## config.mk

```make
export PLATFORM = sky130hd
export DESIGN_NAME = alu_n_seq_flat
export DESIGN_NICKNAME = d
export VERILOG_FILES = /design/src/rtl/alu_n_seq_if.sv /design/src/rtl/alu_n_seq.sv /design/src/flat_wrapper.sv
export SDC_FILE = /design/constraint.sdc
export NUM_CORES = 1
export LEC_CHECK = 0
export CORE_UTILIZATION = 60
export CTS_BUF_LIST = sky130_fd_sc_hd__clkbuf_4
export DETAILED_ROUTE_END_ITERATION = 8
export PLACE_DENSITY = 0.83
export SYNTH_ARGS = -nofsm -noshare
export SYNTH_HDL_FRONTEND = slang
export SYNTH_SLANG_ARGS = --single-unit
```

## constraint.sdc

```tcl
create_clock -name clk -period 6.2 [get_ports clk]
set_clock_uncertainty 0.1 [all_clocks]
set_input_delay 1.86 -clock clk [delete_from_list [all_inputs] [get_ports clk]]
set_output_delay 1.86 -clock clk [all_outputs]
set_load 0.1 [all_outputs]
```

## src/rtl/alu_n_seq_if.sv

```systemverilog
// Request/response bundle between the register-file side and the registered ALU.
// The requester drives operands and start; the ALU returns result, flags and handshake.
interface alu_n_seq_if #(parameter int WIDTH = 8);
  logic             start;
  logic [3:0]       op;
  logic [WIDTH-1:0] A;
  logic [WIDTH-1:0] B;
  logic             c_in;
  logic [WIDTH-1:0] R;
  logic [WIDTH-1:0] RH;
  logic             zero;
  logic             c_out;
  logic             sign;
  logic             ovf;
  logic             busy;
  logic             done;

  modport master (
    output start, op, A, B, c_in,
    input  R, RH, zero, c_out, sign, ovf, busy, done
  );

  modport slave (
    input  start, op, A, B, c_in,
    output R, RH, zero, c_out, sign, ovf, busy, done
  );
endinterface

```

## src/rtl/alu_n_seq.sv

```systemverilog
// Registered WIDTH-bit ALU with start/done handshake and a WIDTH-cycle
// shift-add unsigned multiplier producing a double-width product in {RH,R}.
module alu_n_seq #(
  parameter int WIDTH = 8
) (
  input logic        clk,
  input logic        reset,
  alu_n_seq_if.slave bus
);
  localparam int            CW        = (WIDTH > 2) ? $clog2(WIDTH) : 1;
  localparam logic [CW-1:0] LAST_STEP = CW'(WIDTH - 1);

  localparam logic [3:0] OP_ADD  = 4'h0;
  localparam logic [3:0] OP_SUB  = 4'h1;
  localparam logic [3:0] OP_RSUB = 4'h2;
  localparam logic [3:0] OP_NEG  = 4'h3;
  localparam logic [3:0] OP_AND  = 4'h4;
  localparam logic [3:0] OP_OR   = 4'h5;
  localparam logic [3:0] OP_XOR  = 4'h6;
  localparam logic [3:0] OP_NOT  = 4'h7;
  localparam logic [3:0] OP_MUL  = 4'h8;

  typedef enum logic {S_IDLE, S_MUL} state_e;

  state_e               state_q, state_d;
  logic [CW-1:0]        cnt_q, cnt_d;
  logic [2*WIDTH-1:0]   acc_q, acc_d;
  logic [2*WIDTH-1:0]   mcand_q, mcand_d;
  logic [WIDTH-1:0]     mplier_q, mplier_d;
  logic [WIDTH-1:0]     r_q, r_d;
  logic [WIDTH-1:0]     rh_q, rh_d;
  logic                 zero_q, zero_d;
  logic                 c_out_q, c_out_d;
  logic                 sign_q, sign_d;
  logic                 ovf_q, ovf_d;
  logic                 done_q, done_d;

  logic [WIDTH-1:0]     add_x, add_y;
  logic                 add_cin;
  logic [WIDTH:0]       sum;
  logic                 add_ovf;
  logic [WIDTH-1:0]     alu_r;
  logic                 alu_c, alu_v;
  logic [2*WIDTH-1:0]   acc_step;

  // All subtract forms are folded into one adder: x + y + cin with y inverted.
  // NOTE: every signal assigned in always_comb gets a default first, so no path leaves it unassigned and no latch is inferred.
  always_comb begin
    add_x   = bus.A;
    add_y   = bus.B;
    add_cin = bus.c_in;
    case (bus.op)
      OP_SUB:  begin add_y = ~bus.B; add_cin = 1'b1; end
      OP_RSUB: begin add_x = bus.B; add_y = ~bus.A; add_cin = 1'b1; end
      OP_NEG:  begin add_x = '0;    add_y = ~bus.A; add_cin = 1'b1; end
      default: ;
    endcase
  end

  assign sum     = {1'b0, add_x} + {1'b0, add_y} + (WIDTH+1)'(add_cin);
  assign add_ovf = (add_x[WIDTH-1] == add_y[WIDTH-1]) && (sum[WIDTH-1] != add_x[WIDTH-1]);

  // Reserved codes fall to the default: R=0 yields zero=1 with all other flags clear.
  always_comb begin
    alu_r = '0;
    alu_c = 1'b0;
    alu_v = 1'b0;
    case (bus.op)
      OP_ADD, OP_SUB, OP_RSUB, OP_NEG: begin
        alu_r = sum[WIDTH-1:0];
        alu_c = sum[WIDTH];
        alu_v = add_ovf;
      end
      OP_AND:  alu_r = bus.A & bus.B;
      OP_OR:   alu_r = bus.A | bus.B;
      OP_XOR:  alu_r = bus.A ^ bus.B;
      OP_NOT:  alu_r = ~bus.A;
      default: alu_r = '0;
    endcase
  end

  assign acc_step = acc_q + (mplier_q[0] ? mcand_q : '0);

  always_comb begin
    state_d  = state_q;
    cnt_d    = cnt_q;
    acc_d    = acc_q;
    mcand_d  = mcand_q;
    mplier_d = mplier_q;
    r_d      = r_q;
    rh_d     = rh_q;
    zero_d   = zero_q;
    c_out_d  = c_out_q;
    sign_d   = sign_q;
    ovf_d    = ovf_q;
    done_d   = 1'b0;
    case (state_q)
      S_IDLE: begin
        if (bus.start) begin
          if (bus.op == OP_MUL) begin
            state_d  = S_MUL;
            cnt_d    = LAST_STEP;
            acc_d    = '0;
            mcand_d  = {{WIDTH{1'b0}}, bus.A};
            mplier_d = bus.B;
          end else begin
            r_d     = alu_r;
            rh_d    = '0;
            zero_d  = (alu_r == '0);
            c_out_d = alu_c;
            sign_d  = alu_r[WIDTH-1];
            ovf_d   = alu_v;
            done_d  = 1'b1;
          end
        end
      end
      S_MUL: begin
        acc_d    = acc_step;
        mcand_d  = mcand_q << 1;
        mplier_d = mplier_q >> 1;
        cnt_d    = cnt_q - CW'(1);
        if (cnt_q == '0) begin
          state_d       = S_IDLE;
          {rh_d, r_d}   = acc_step;
          zero_d        = (acc_step == '0);
          c_out_d       = (acc_step[2*WIDTH-1:WIDTH] != '0);
          sign_d        = acc_step[2*WIDTH-1];
          ovf_d         = 1'b0;
          done_d        = 1'b1;
        end
      end
    endcase
  end

  // NOTE: sequential state uses non-blocking assignments so every register samples pre-edge values.
  always_ff @(posedge clk) begin
    if (reset) begin
      state_q  <= S_IDLE;
      cnt_q    <= '0;
      acc_q    <= '0;
      mcand_q  <= '0;
      mplier_q <= '0;
      r_q      <= '0;
      rh_q     <= '0;
      zero_q   <= 1'b0;
      c_out_q  <= 1'b0;
      sign_q   <= 1'b0;
      ovf_q    <= 1'b0;
      done_q   <= 1'b0;
    end else begin
      state_q  <= state_d;
      cnt_q    <= cnt_d;
      acc_q    <= acc_d;
      mcand_q  <= mcand_d;
      mplier_q <= mplier_d;
      r_q      <= r_d;
      rh_q     <= rh_d;
      zero_q   <= zero_d;
      c_out_q  <= c_out_d;
      sign_q   <= sign_d;
      ovf_q    <= ovf_d;
      done_q   <= done_d;
    end
  end

  assign bus.R     = r_q;
  assign bus.RH    = rh_q;
  assign bus.zero  = zero_q;
  assign bus.c_out = c_out_q;
  assign bus.sign  = sign_q;
  assign bus.ovf   = ovf_q;
  assign bus.busy  = (state_q == S_MUL);
  assign bus.done  = done_q;
endmodule

```

## src/flat_wrapper.sv

```systemverilog
// flat-port wrapper written by rule: the top's interface ports become plain ports
module alu_n_seq_flat 
#(
  parameter int WIDTH = 8
)
  (clk, reset, bus_start, bus_op, bus_A, bus_B, bus_c_in, bus_R, bus_RH, bus_zero, bus_c_out, bus_sign, bus_ovf, bus_busy, bus_done);
  alu_n_seq_if #(.WIDTH(WIDTH)) bus_i ();
  input logic clk;
  input logic reset;
  input wire logic [$bits(bus_i.start)-1:0] bus_start;
  input wire logic [$bits(bus_i.op)-1:0] bus_op;
  input wire logic [$bits(bus_i.A)-1:0] bus_A;
  input wire logic [$bits(bus_i.B)-1:0] bus_B;
  input wire logic [$bits(bus_i.c_in)-1:0] bus_c_in;
  output wire logic [$bits(bus_i.R)-1:0] bus_R;
  output wire logic [$bits(bus_i.RH)-1:0] bus_RH;
  output wire logic [$bits(bus_i.zero)-1:0] bus_zero;
  output wire logic [$bits(bus_i.c_out)-1:0] bus_c_out;
  output wire logic [$bits(bus_i.sign)-1:0] bus_sign;
  output wire logic [$bits(bus_i.ovf)-1:0] bus_ovf;
  output wire logic [$bits(bus_i.busy)-1:0] bus_busy;
  output wire logic [$bits(bus_i.done)-1:0] bus_done;
  assign bus_i.start = bus_start;
  assign bus_i.op = bus_op;
  assign bus_i.A = bus_A;
  assign bus_i.B = bus_B;
  assign bus_i.c_in = bus_c_in;
  assign bus_R = bus_i.R;
  assign bus_RH = bus_i.RH;
  assign bus_zero = bus_i.zero;
  assign bus_c_out = bus_i.c_out;
  assign bus_sign = bus_i.sign;
  assign bus_ovf = bus_i.ovf;
  assign bus_busy = bus_i.busy;
  assign bus_done = bus_i.done;
  alu_n_seq #(.WIDTH(WIDTH)) u_core (.clk(clk), .reset(reset), .bus(bus_i));
endmodule
```

==> metrics.md <==
| Metric | Value |
|---|---|
| Top cells by count, synth | `92 x a21oi_1, 80 x nand2_1, 67 x nor2_1` |
| Total Wirelength | `13000 um` |
| Arr. time, crit path | `5.42 ns` |
| Post-CTS Setup Bufs | `0` |
| Least-Margin Pin Slew | `1.16 ns` |
| Skew-Pair Late Insertion Delay | `0.42 ns` |
| RSZ-0062 raised after global routing | `false` |
| Top cell type's share of synthesized area | `26.6%` |
| # DRC | `0` |
| Multi-input logic area | `0.00329 mm^2` |
| CTS tree | `done` |
| Post-synth top area cell | `dfxtp_1` |
| Number of synthesized flops with an enable pin | `0` |
| Synth Instances | `664` |
| Startpoint Class | `input pin` |
| Setup TNS | `0 ns` |
| Final worst-path cycle share | `83.9%` |
| WL/cell | `16.4 um` |
| H-Tree Level Count | `3` |
| Post-CTS Resized | `0` |
| Max Root-Sink Buffers | `2` |
| WS Path Type | `input pin to flop` |
| Share of flip-flops with an asynchronous set or reset | `0%` |
| Area occupied by registers | `0.00130 mm^2` |
| Critical Path Max Stage Delay | `0.68 ns` |
| # rows | `32` |
| Final min period | `5.20 ns` |
| HP Start | `u_core.bus.R[1]` |
| Design area | `0.00547 mm^2` |
| Final Setup Violations | `0` |
| PD cells | `168 mW/mm^2` |
| Mapped Area | `0.00490 mm^2` |
| Pwr Total | `0.000921 W` |
| Critical Path RT | `6.41 ns` |
| Critical path startpoint | `bus_op[2]` |
| Iter 0 DRT Violations | `331` |
| Hpwl dp | `9820 um` |
| Placer congestion estimate | `0.934` |
| Slowest cell on the critical path | `clkdlybuf4s50_1` |
| Critical Path End Type | `flop` |
| Layout Area Growth over Synthesis | `11.6%` |
| Rel. slew slack | `22.8%` |
| CTS Root Cell | `clkbuf_4` |
| DIE HEIGHT | `92.4 um` |
| Worst path cell trace | `clkdlybuf4s50_1 -> or2_2 -> nor2_1 -> or2_2 -> fa_1 -> inv_1 -> fa_1 -> nor2b_1 -> o31a_1 -> o21a_1 -> o31a_1 -> a22oi_1 -> o211ai_1 -> o211a_1` |
| Final core occ | `70.0%` |
| Mean post-synth cell area | `7.38 um^2` |
| Buffers on Ports | `45` |
| Worst hold slack | `0.362 ns` |
| CP Max Fanout | `13` |
| Clock transition at path regs | `0.11 ns` |
| #FFs+latches synth | `65` |
| Post-synth net total | `731` |
| Vias post-DR | `4837` |
| Final Hold Viols | `0` |
| Synth area leaders | `dfxtp_1 27%, ha_1 10%, a21oi_1 9.4%` |
| Sequential area share after synthesis | `26.6%` |
| Ys flop type | `dfxtp_1` |
| Starting Density | `62.7%` |
| Status | `finished, final reports clean` |
| 1st-pass router iterations | `5` |
| Core footprint | `0.00781 mm^2` |
| GRT Residual Overflow | `0` |
| Yosys warns | `0` |
| Hold/Removal Path Class | `flop to flop` |
| Library cells used by synthesis | `61` |
| Maximum vdd drop | `0.0938 mV` |
| DP Area | `0.00535 mm^2` |
| All-Layer GR Usage | `32.2%` |
| Fill cells | `681` |
| Largest net degree at the start of global routing | `71` |
| Max_cap viols | `0` |
| Crit Reg-Reg Startpoint | `u_core.mplier_q[0]` |
| Hold buffer count at cts | `0` |
| Vias in the first global route | `4356` |
| Clk sinks | `65` |
| First-pass GRT wire length | `21600 um` |
| Layout cells sized above 1 | `6.21%` |
| Die Wd | `92.4 um` |
| Antenna violations before repair | `0` |
| Final #Nets | `754` |
| DIE AREA | `0.00853 mm^2` |
| Number of diodes | `0` |
| Top-count cell post-synth | `a21oi_1` |
| Antenna viol nets, final | `0` |
| IO Pins | `46` |
| Max-slew violations | `0` |
| CTS Buf Count | `9` |
| Max Fclk | `192 MHz` |
| DR vias/cell | `6.09` |
| Leakage power | `2.31 nW` |
layer usage:
metal | up-vias | routed length [um] | GRT usage [%]
met5 | - | 0 | 0
met2 | 189 | 5850 | 51.1
li1 | 2384 | - | -
met4 | 0 | 183 | 8.07
met3 | 14 | 947 | 5.01
met1 | 2250 | 6030 | 45.7
sequential cells by signal (all words and copies together) (netlist names), 3 cells and up:
register / count
u_core.acc_q: 16
u_core.mcand_q: 16
u_core.bus.RH: 8
u_core.bus.R: 8
u_core.mplier_q: 8
u_core.cnt_q: 3
cell type report:
type | instances | share of cell area (%)
clock inverters | 7 | 0.847
repair buffers | 54 | 9.38
well taps | 102 | 2.33
inverters | 32 | 2.20
clock buffers | 9 | 1.24
multi-input cells | 525 | 60.2
flip-flops and latches | 65 | 23.8
cell families after synthesis:
kind of cell / count (synthesis) / synth area share [%]
multiplexers: 7 / 2.81
AO/OA/AOI/OAI: 187 / 23.4
AND/OR/NAND/NOR: 276 / 27.4
flip-flops: 65 / 26.6
adder cells (fa/ha/maj): 43 / 11.4
buffers and inverters: 74 / 6.28
XOR/XNOR: 12 / 2.15
path summary, 6_finish.rpt:
path	end	slack [ns]	cells after the start
max	u_core.bus.R[6]	1.0	14
min	u_core.bus.R[1]	0.36	2
max reg2reg	u_core.bus.zero	3.04	10
min reg2reg	u_core.bus.R[1]	0.36	2
cells in the final DEF (no fill, tap or decap), types with 18 or more instances in the layout:
master	n
inv_1	32
dfxtp_1	64
nor2_1	67
clkdlybuf4s50_1	44
nand2_1	80
a21oi_1	92
and3_1	18
nand3_1	39
and2_1	21
o21ai_0	22
ha_1	40
worst max-delay path, delay by kind of cell:
kind | cells | cell delay, ns
and+or+nand+nor | 4 | 0.82
AOI/OAI and AO/OA | 6 | 1.28
adders and majority gates | 2 | 0.65
buffers and inverters | 2 | 0.79
through the flow:
stage               cells  worst slack, ns
floorplan             664             1.30
global placement      778            0.777
detailed placement    778            0.646
CTS                   794             1.09
global route          794            0.703
finish                794             1.00
power by group:
group | internal [W] | total [W] | switching, W
clock | 0.0000823 | 0.000249 | 0.000166
combinational | 0.0000844 | 0.000241 | 0.000157
sequential | 0.000426 | 0.000431 | 0.00000496
total | 0.000593 | 0.000921 | 0.000328
No activity file was read; power rests on OpenSTA's default activity.
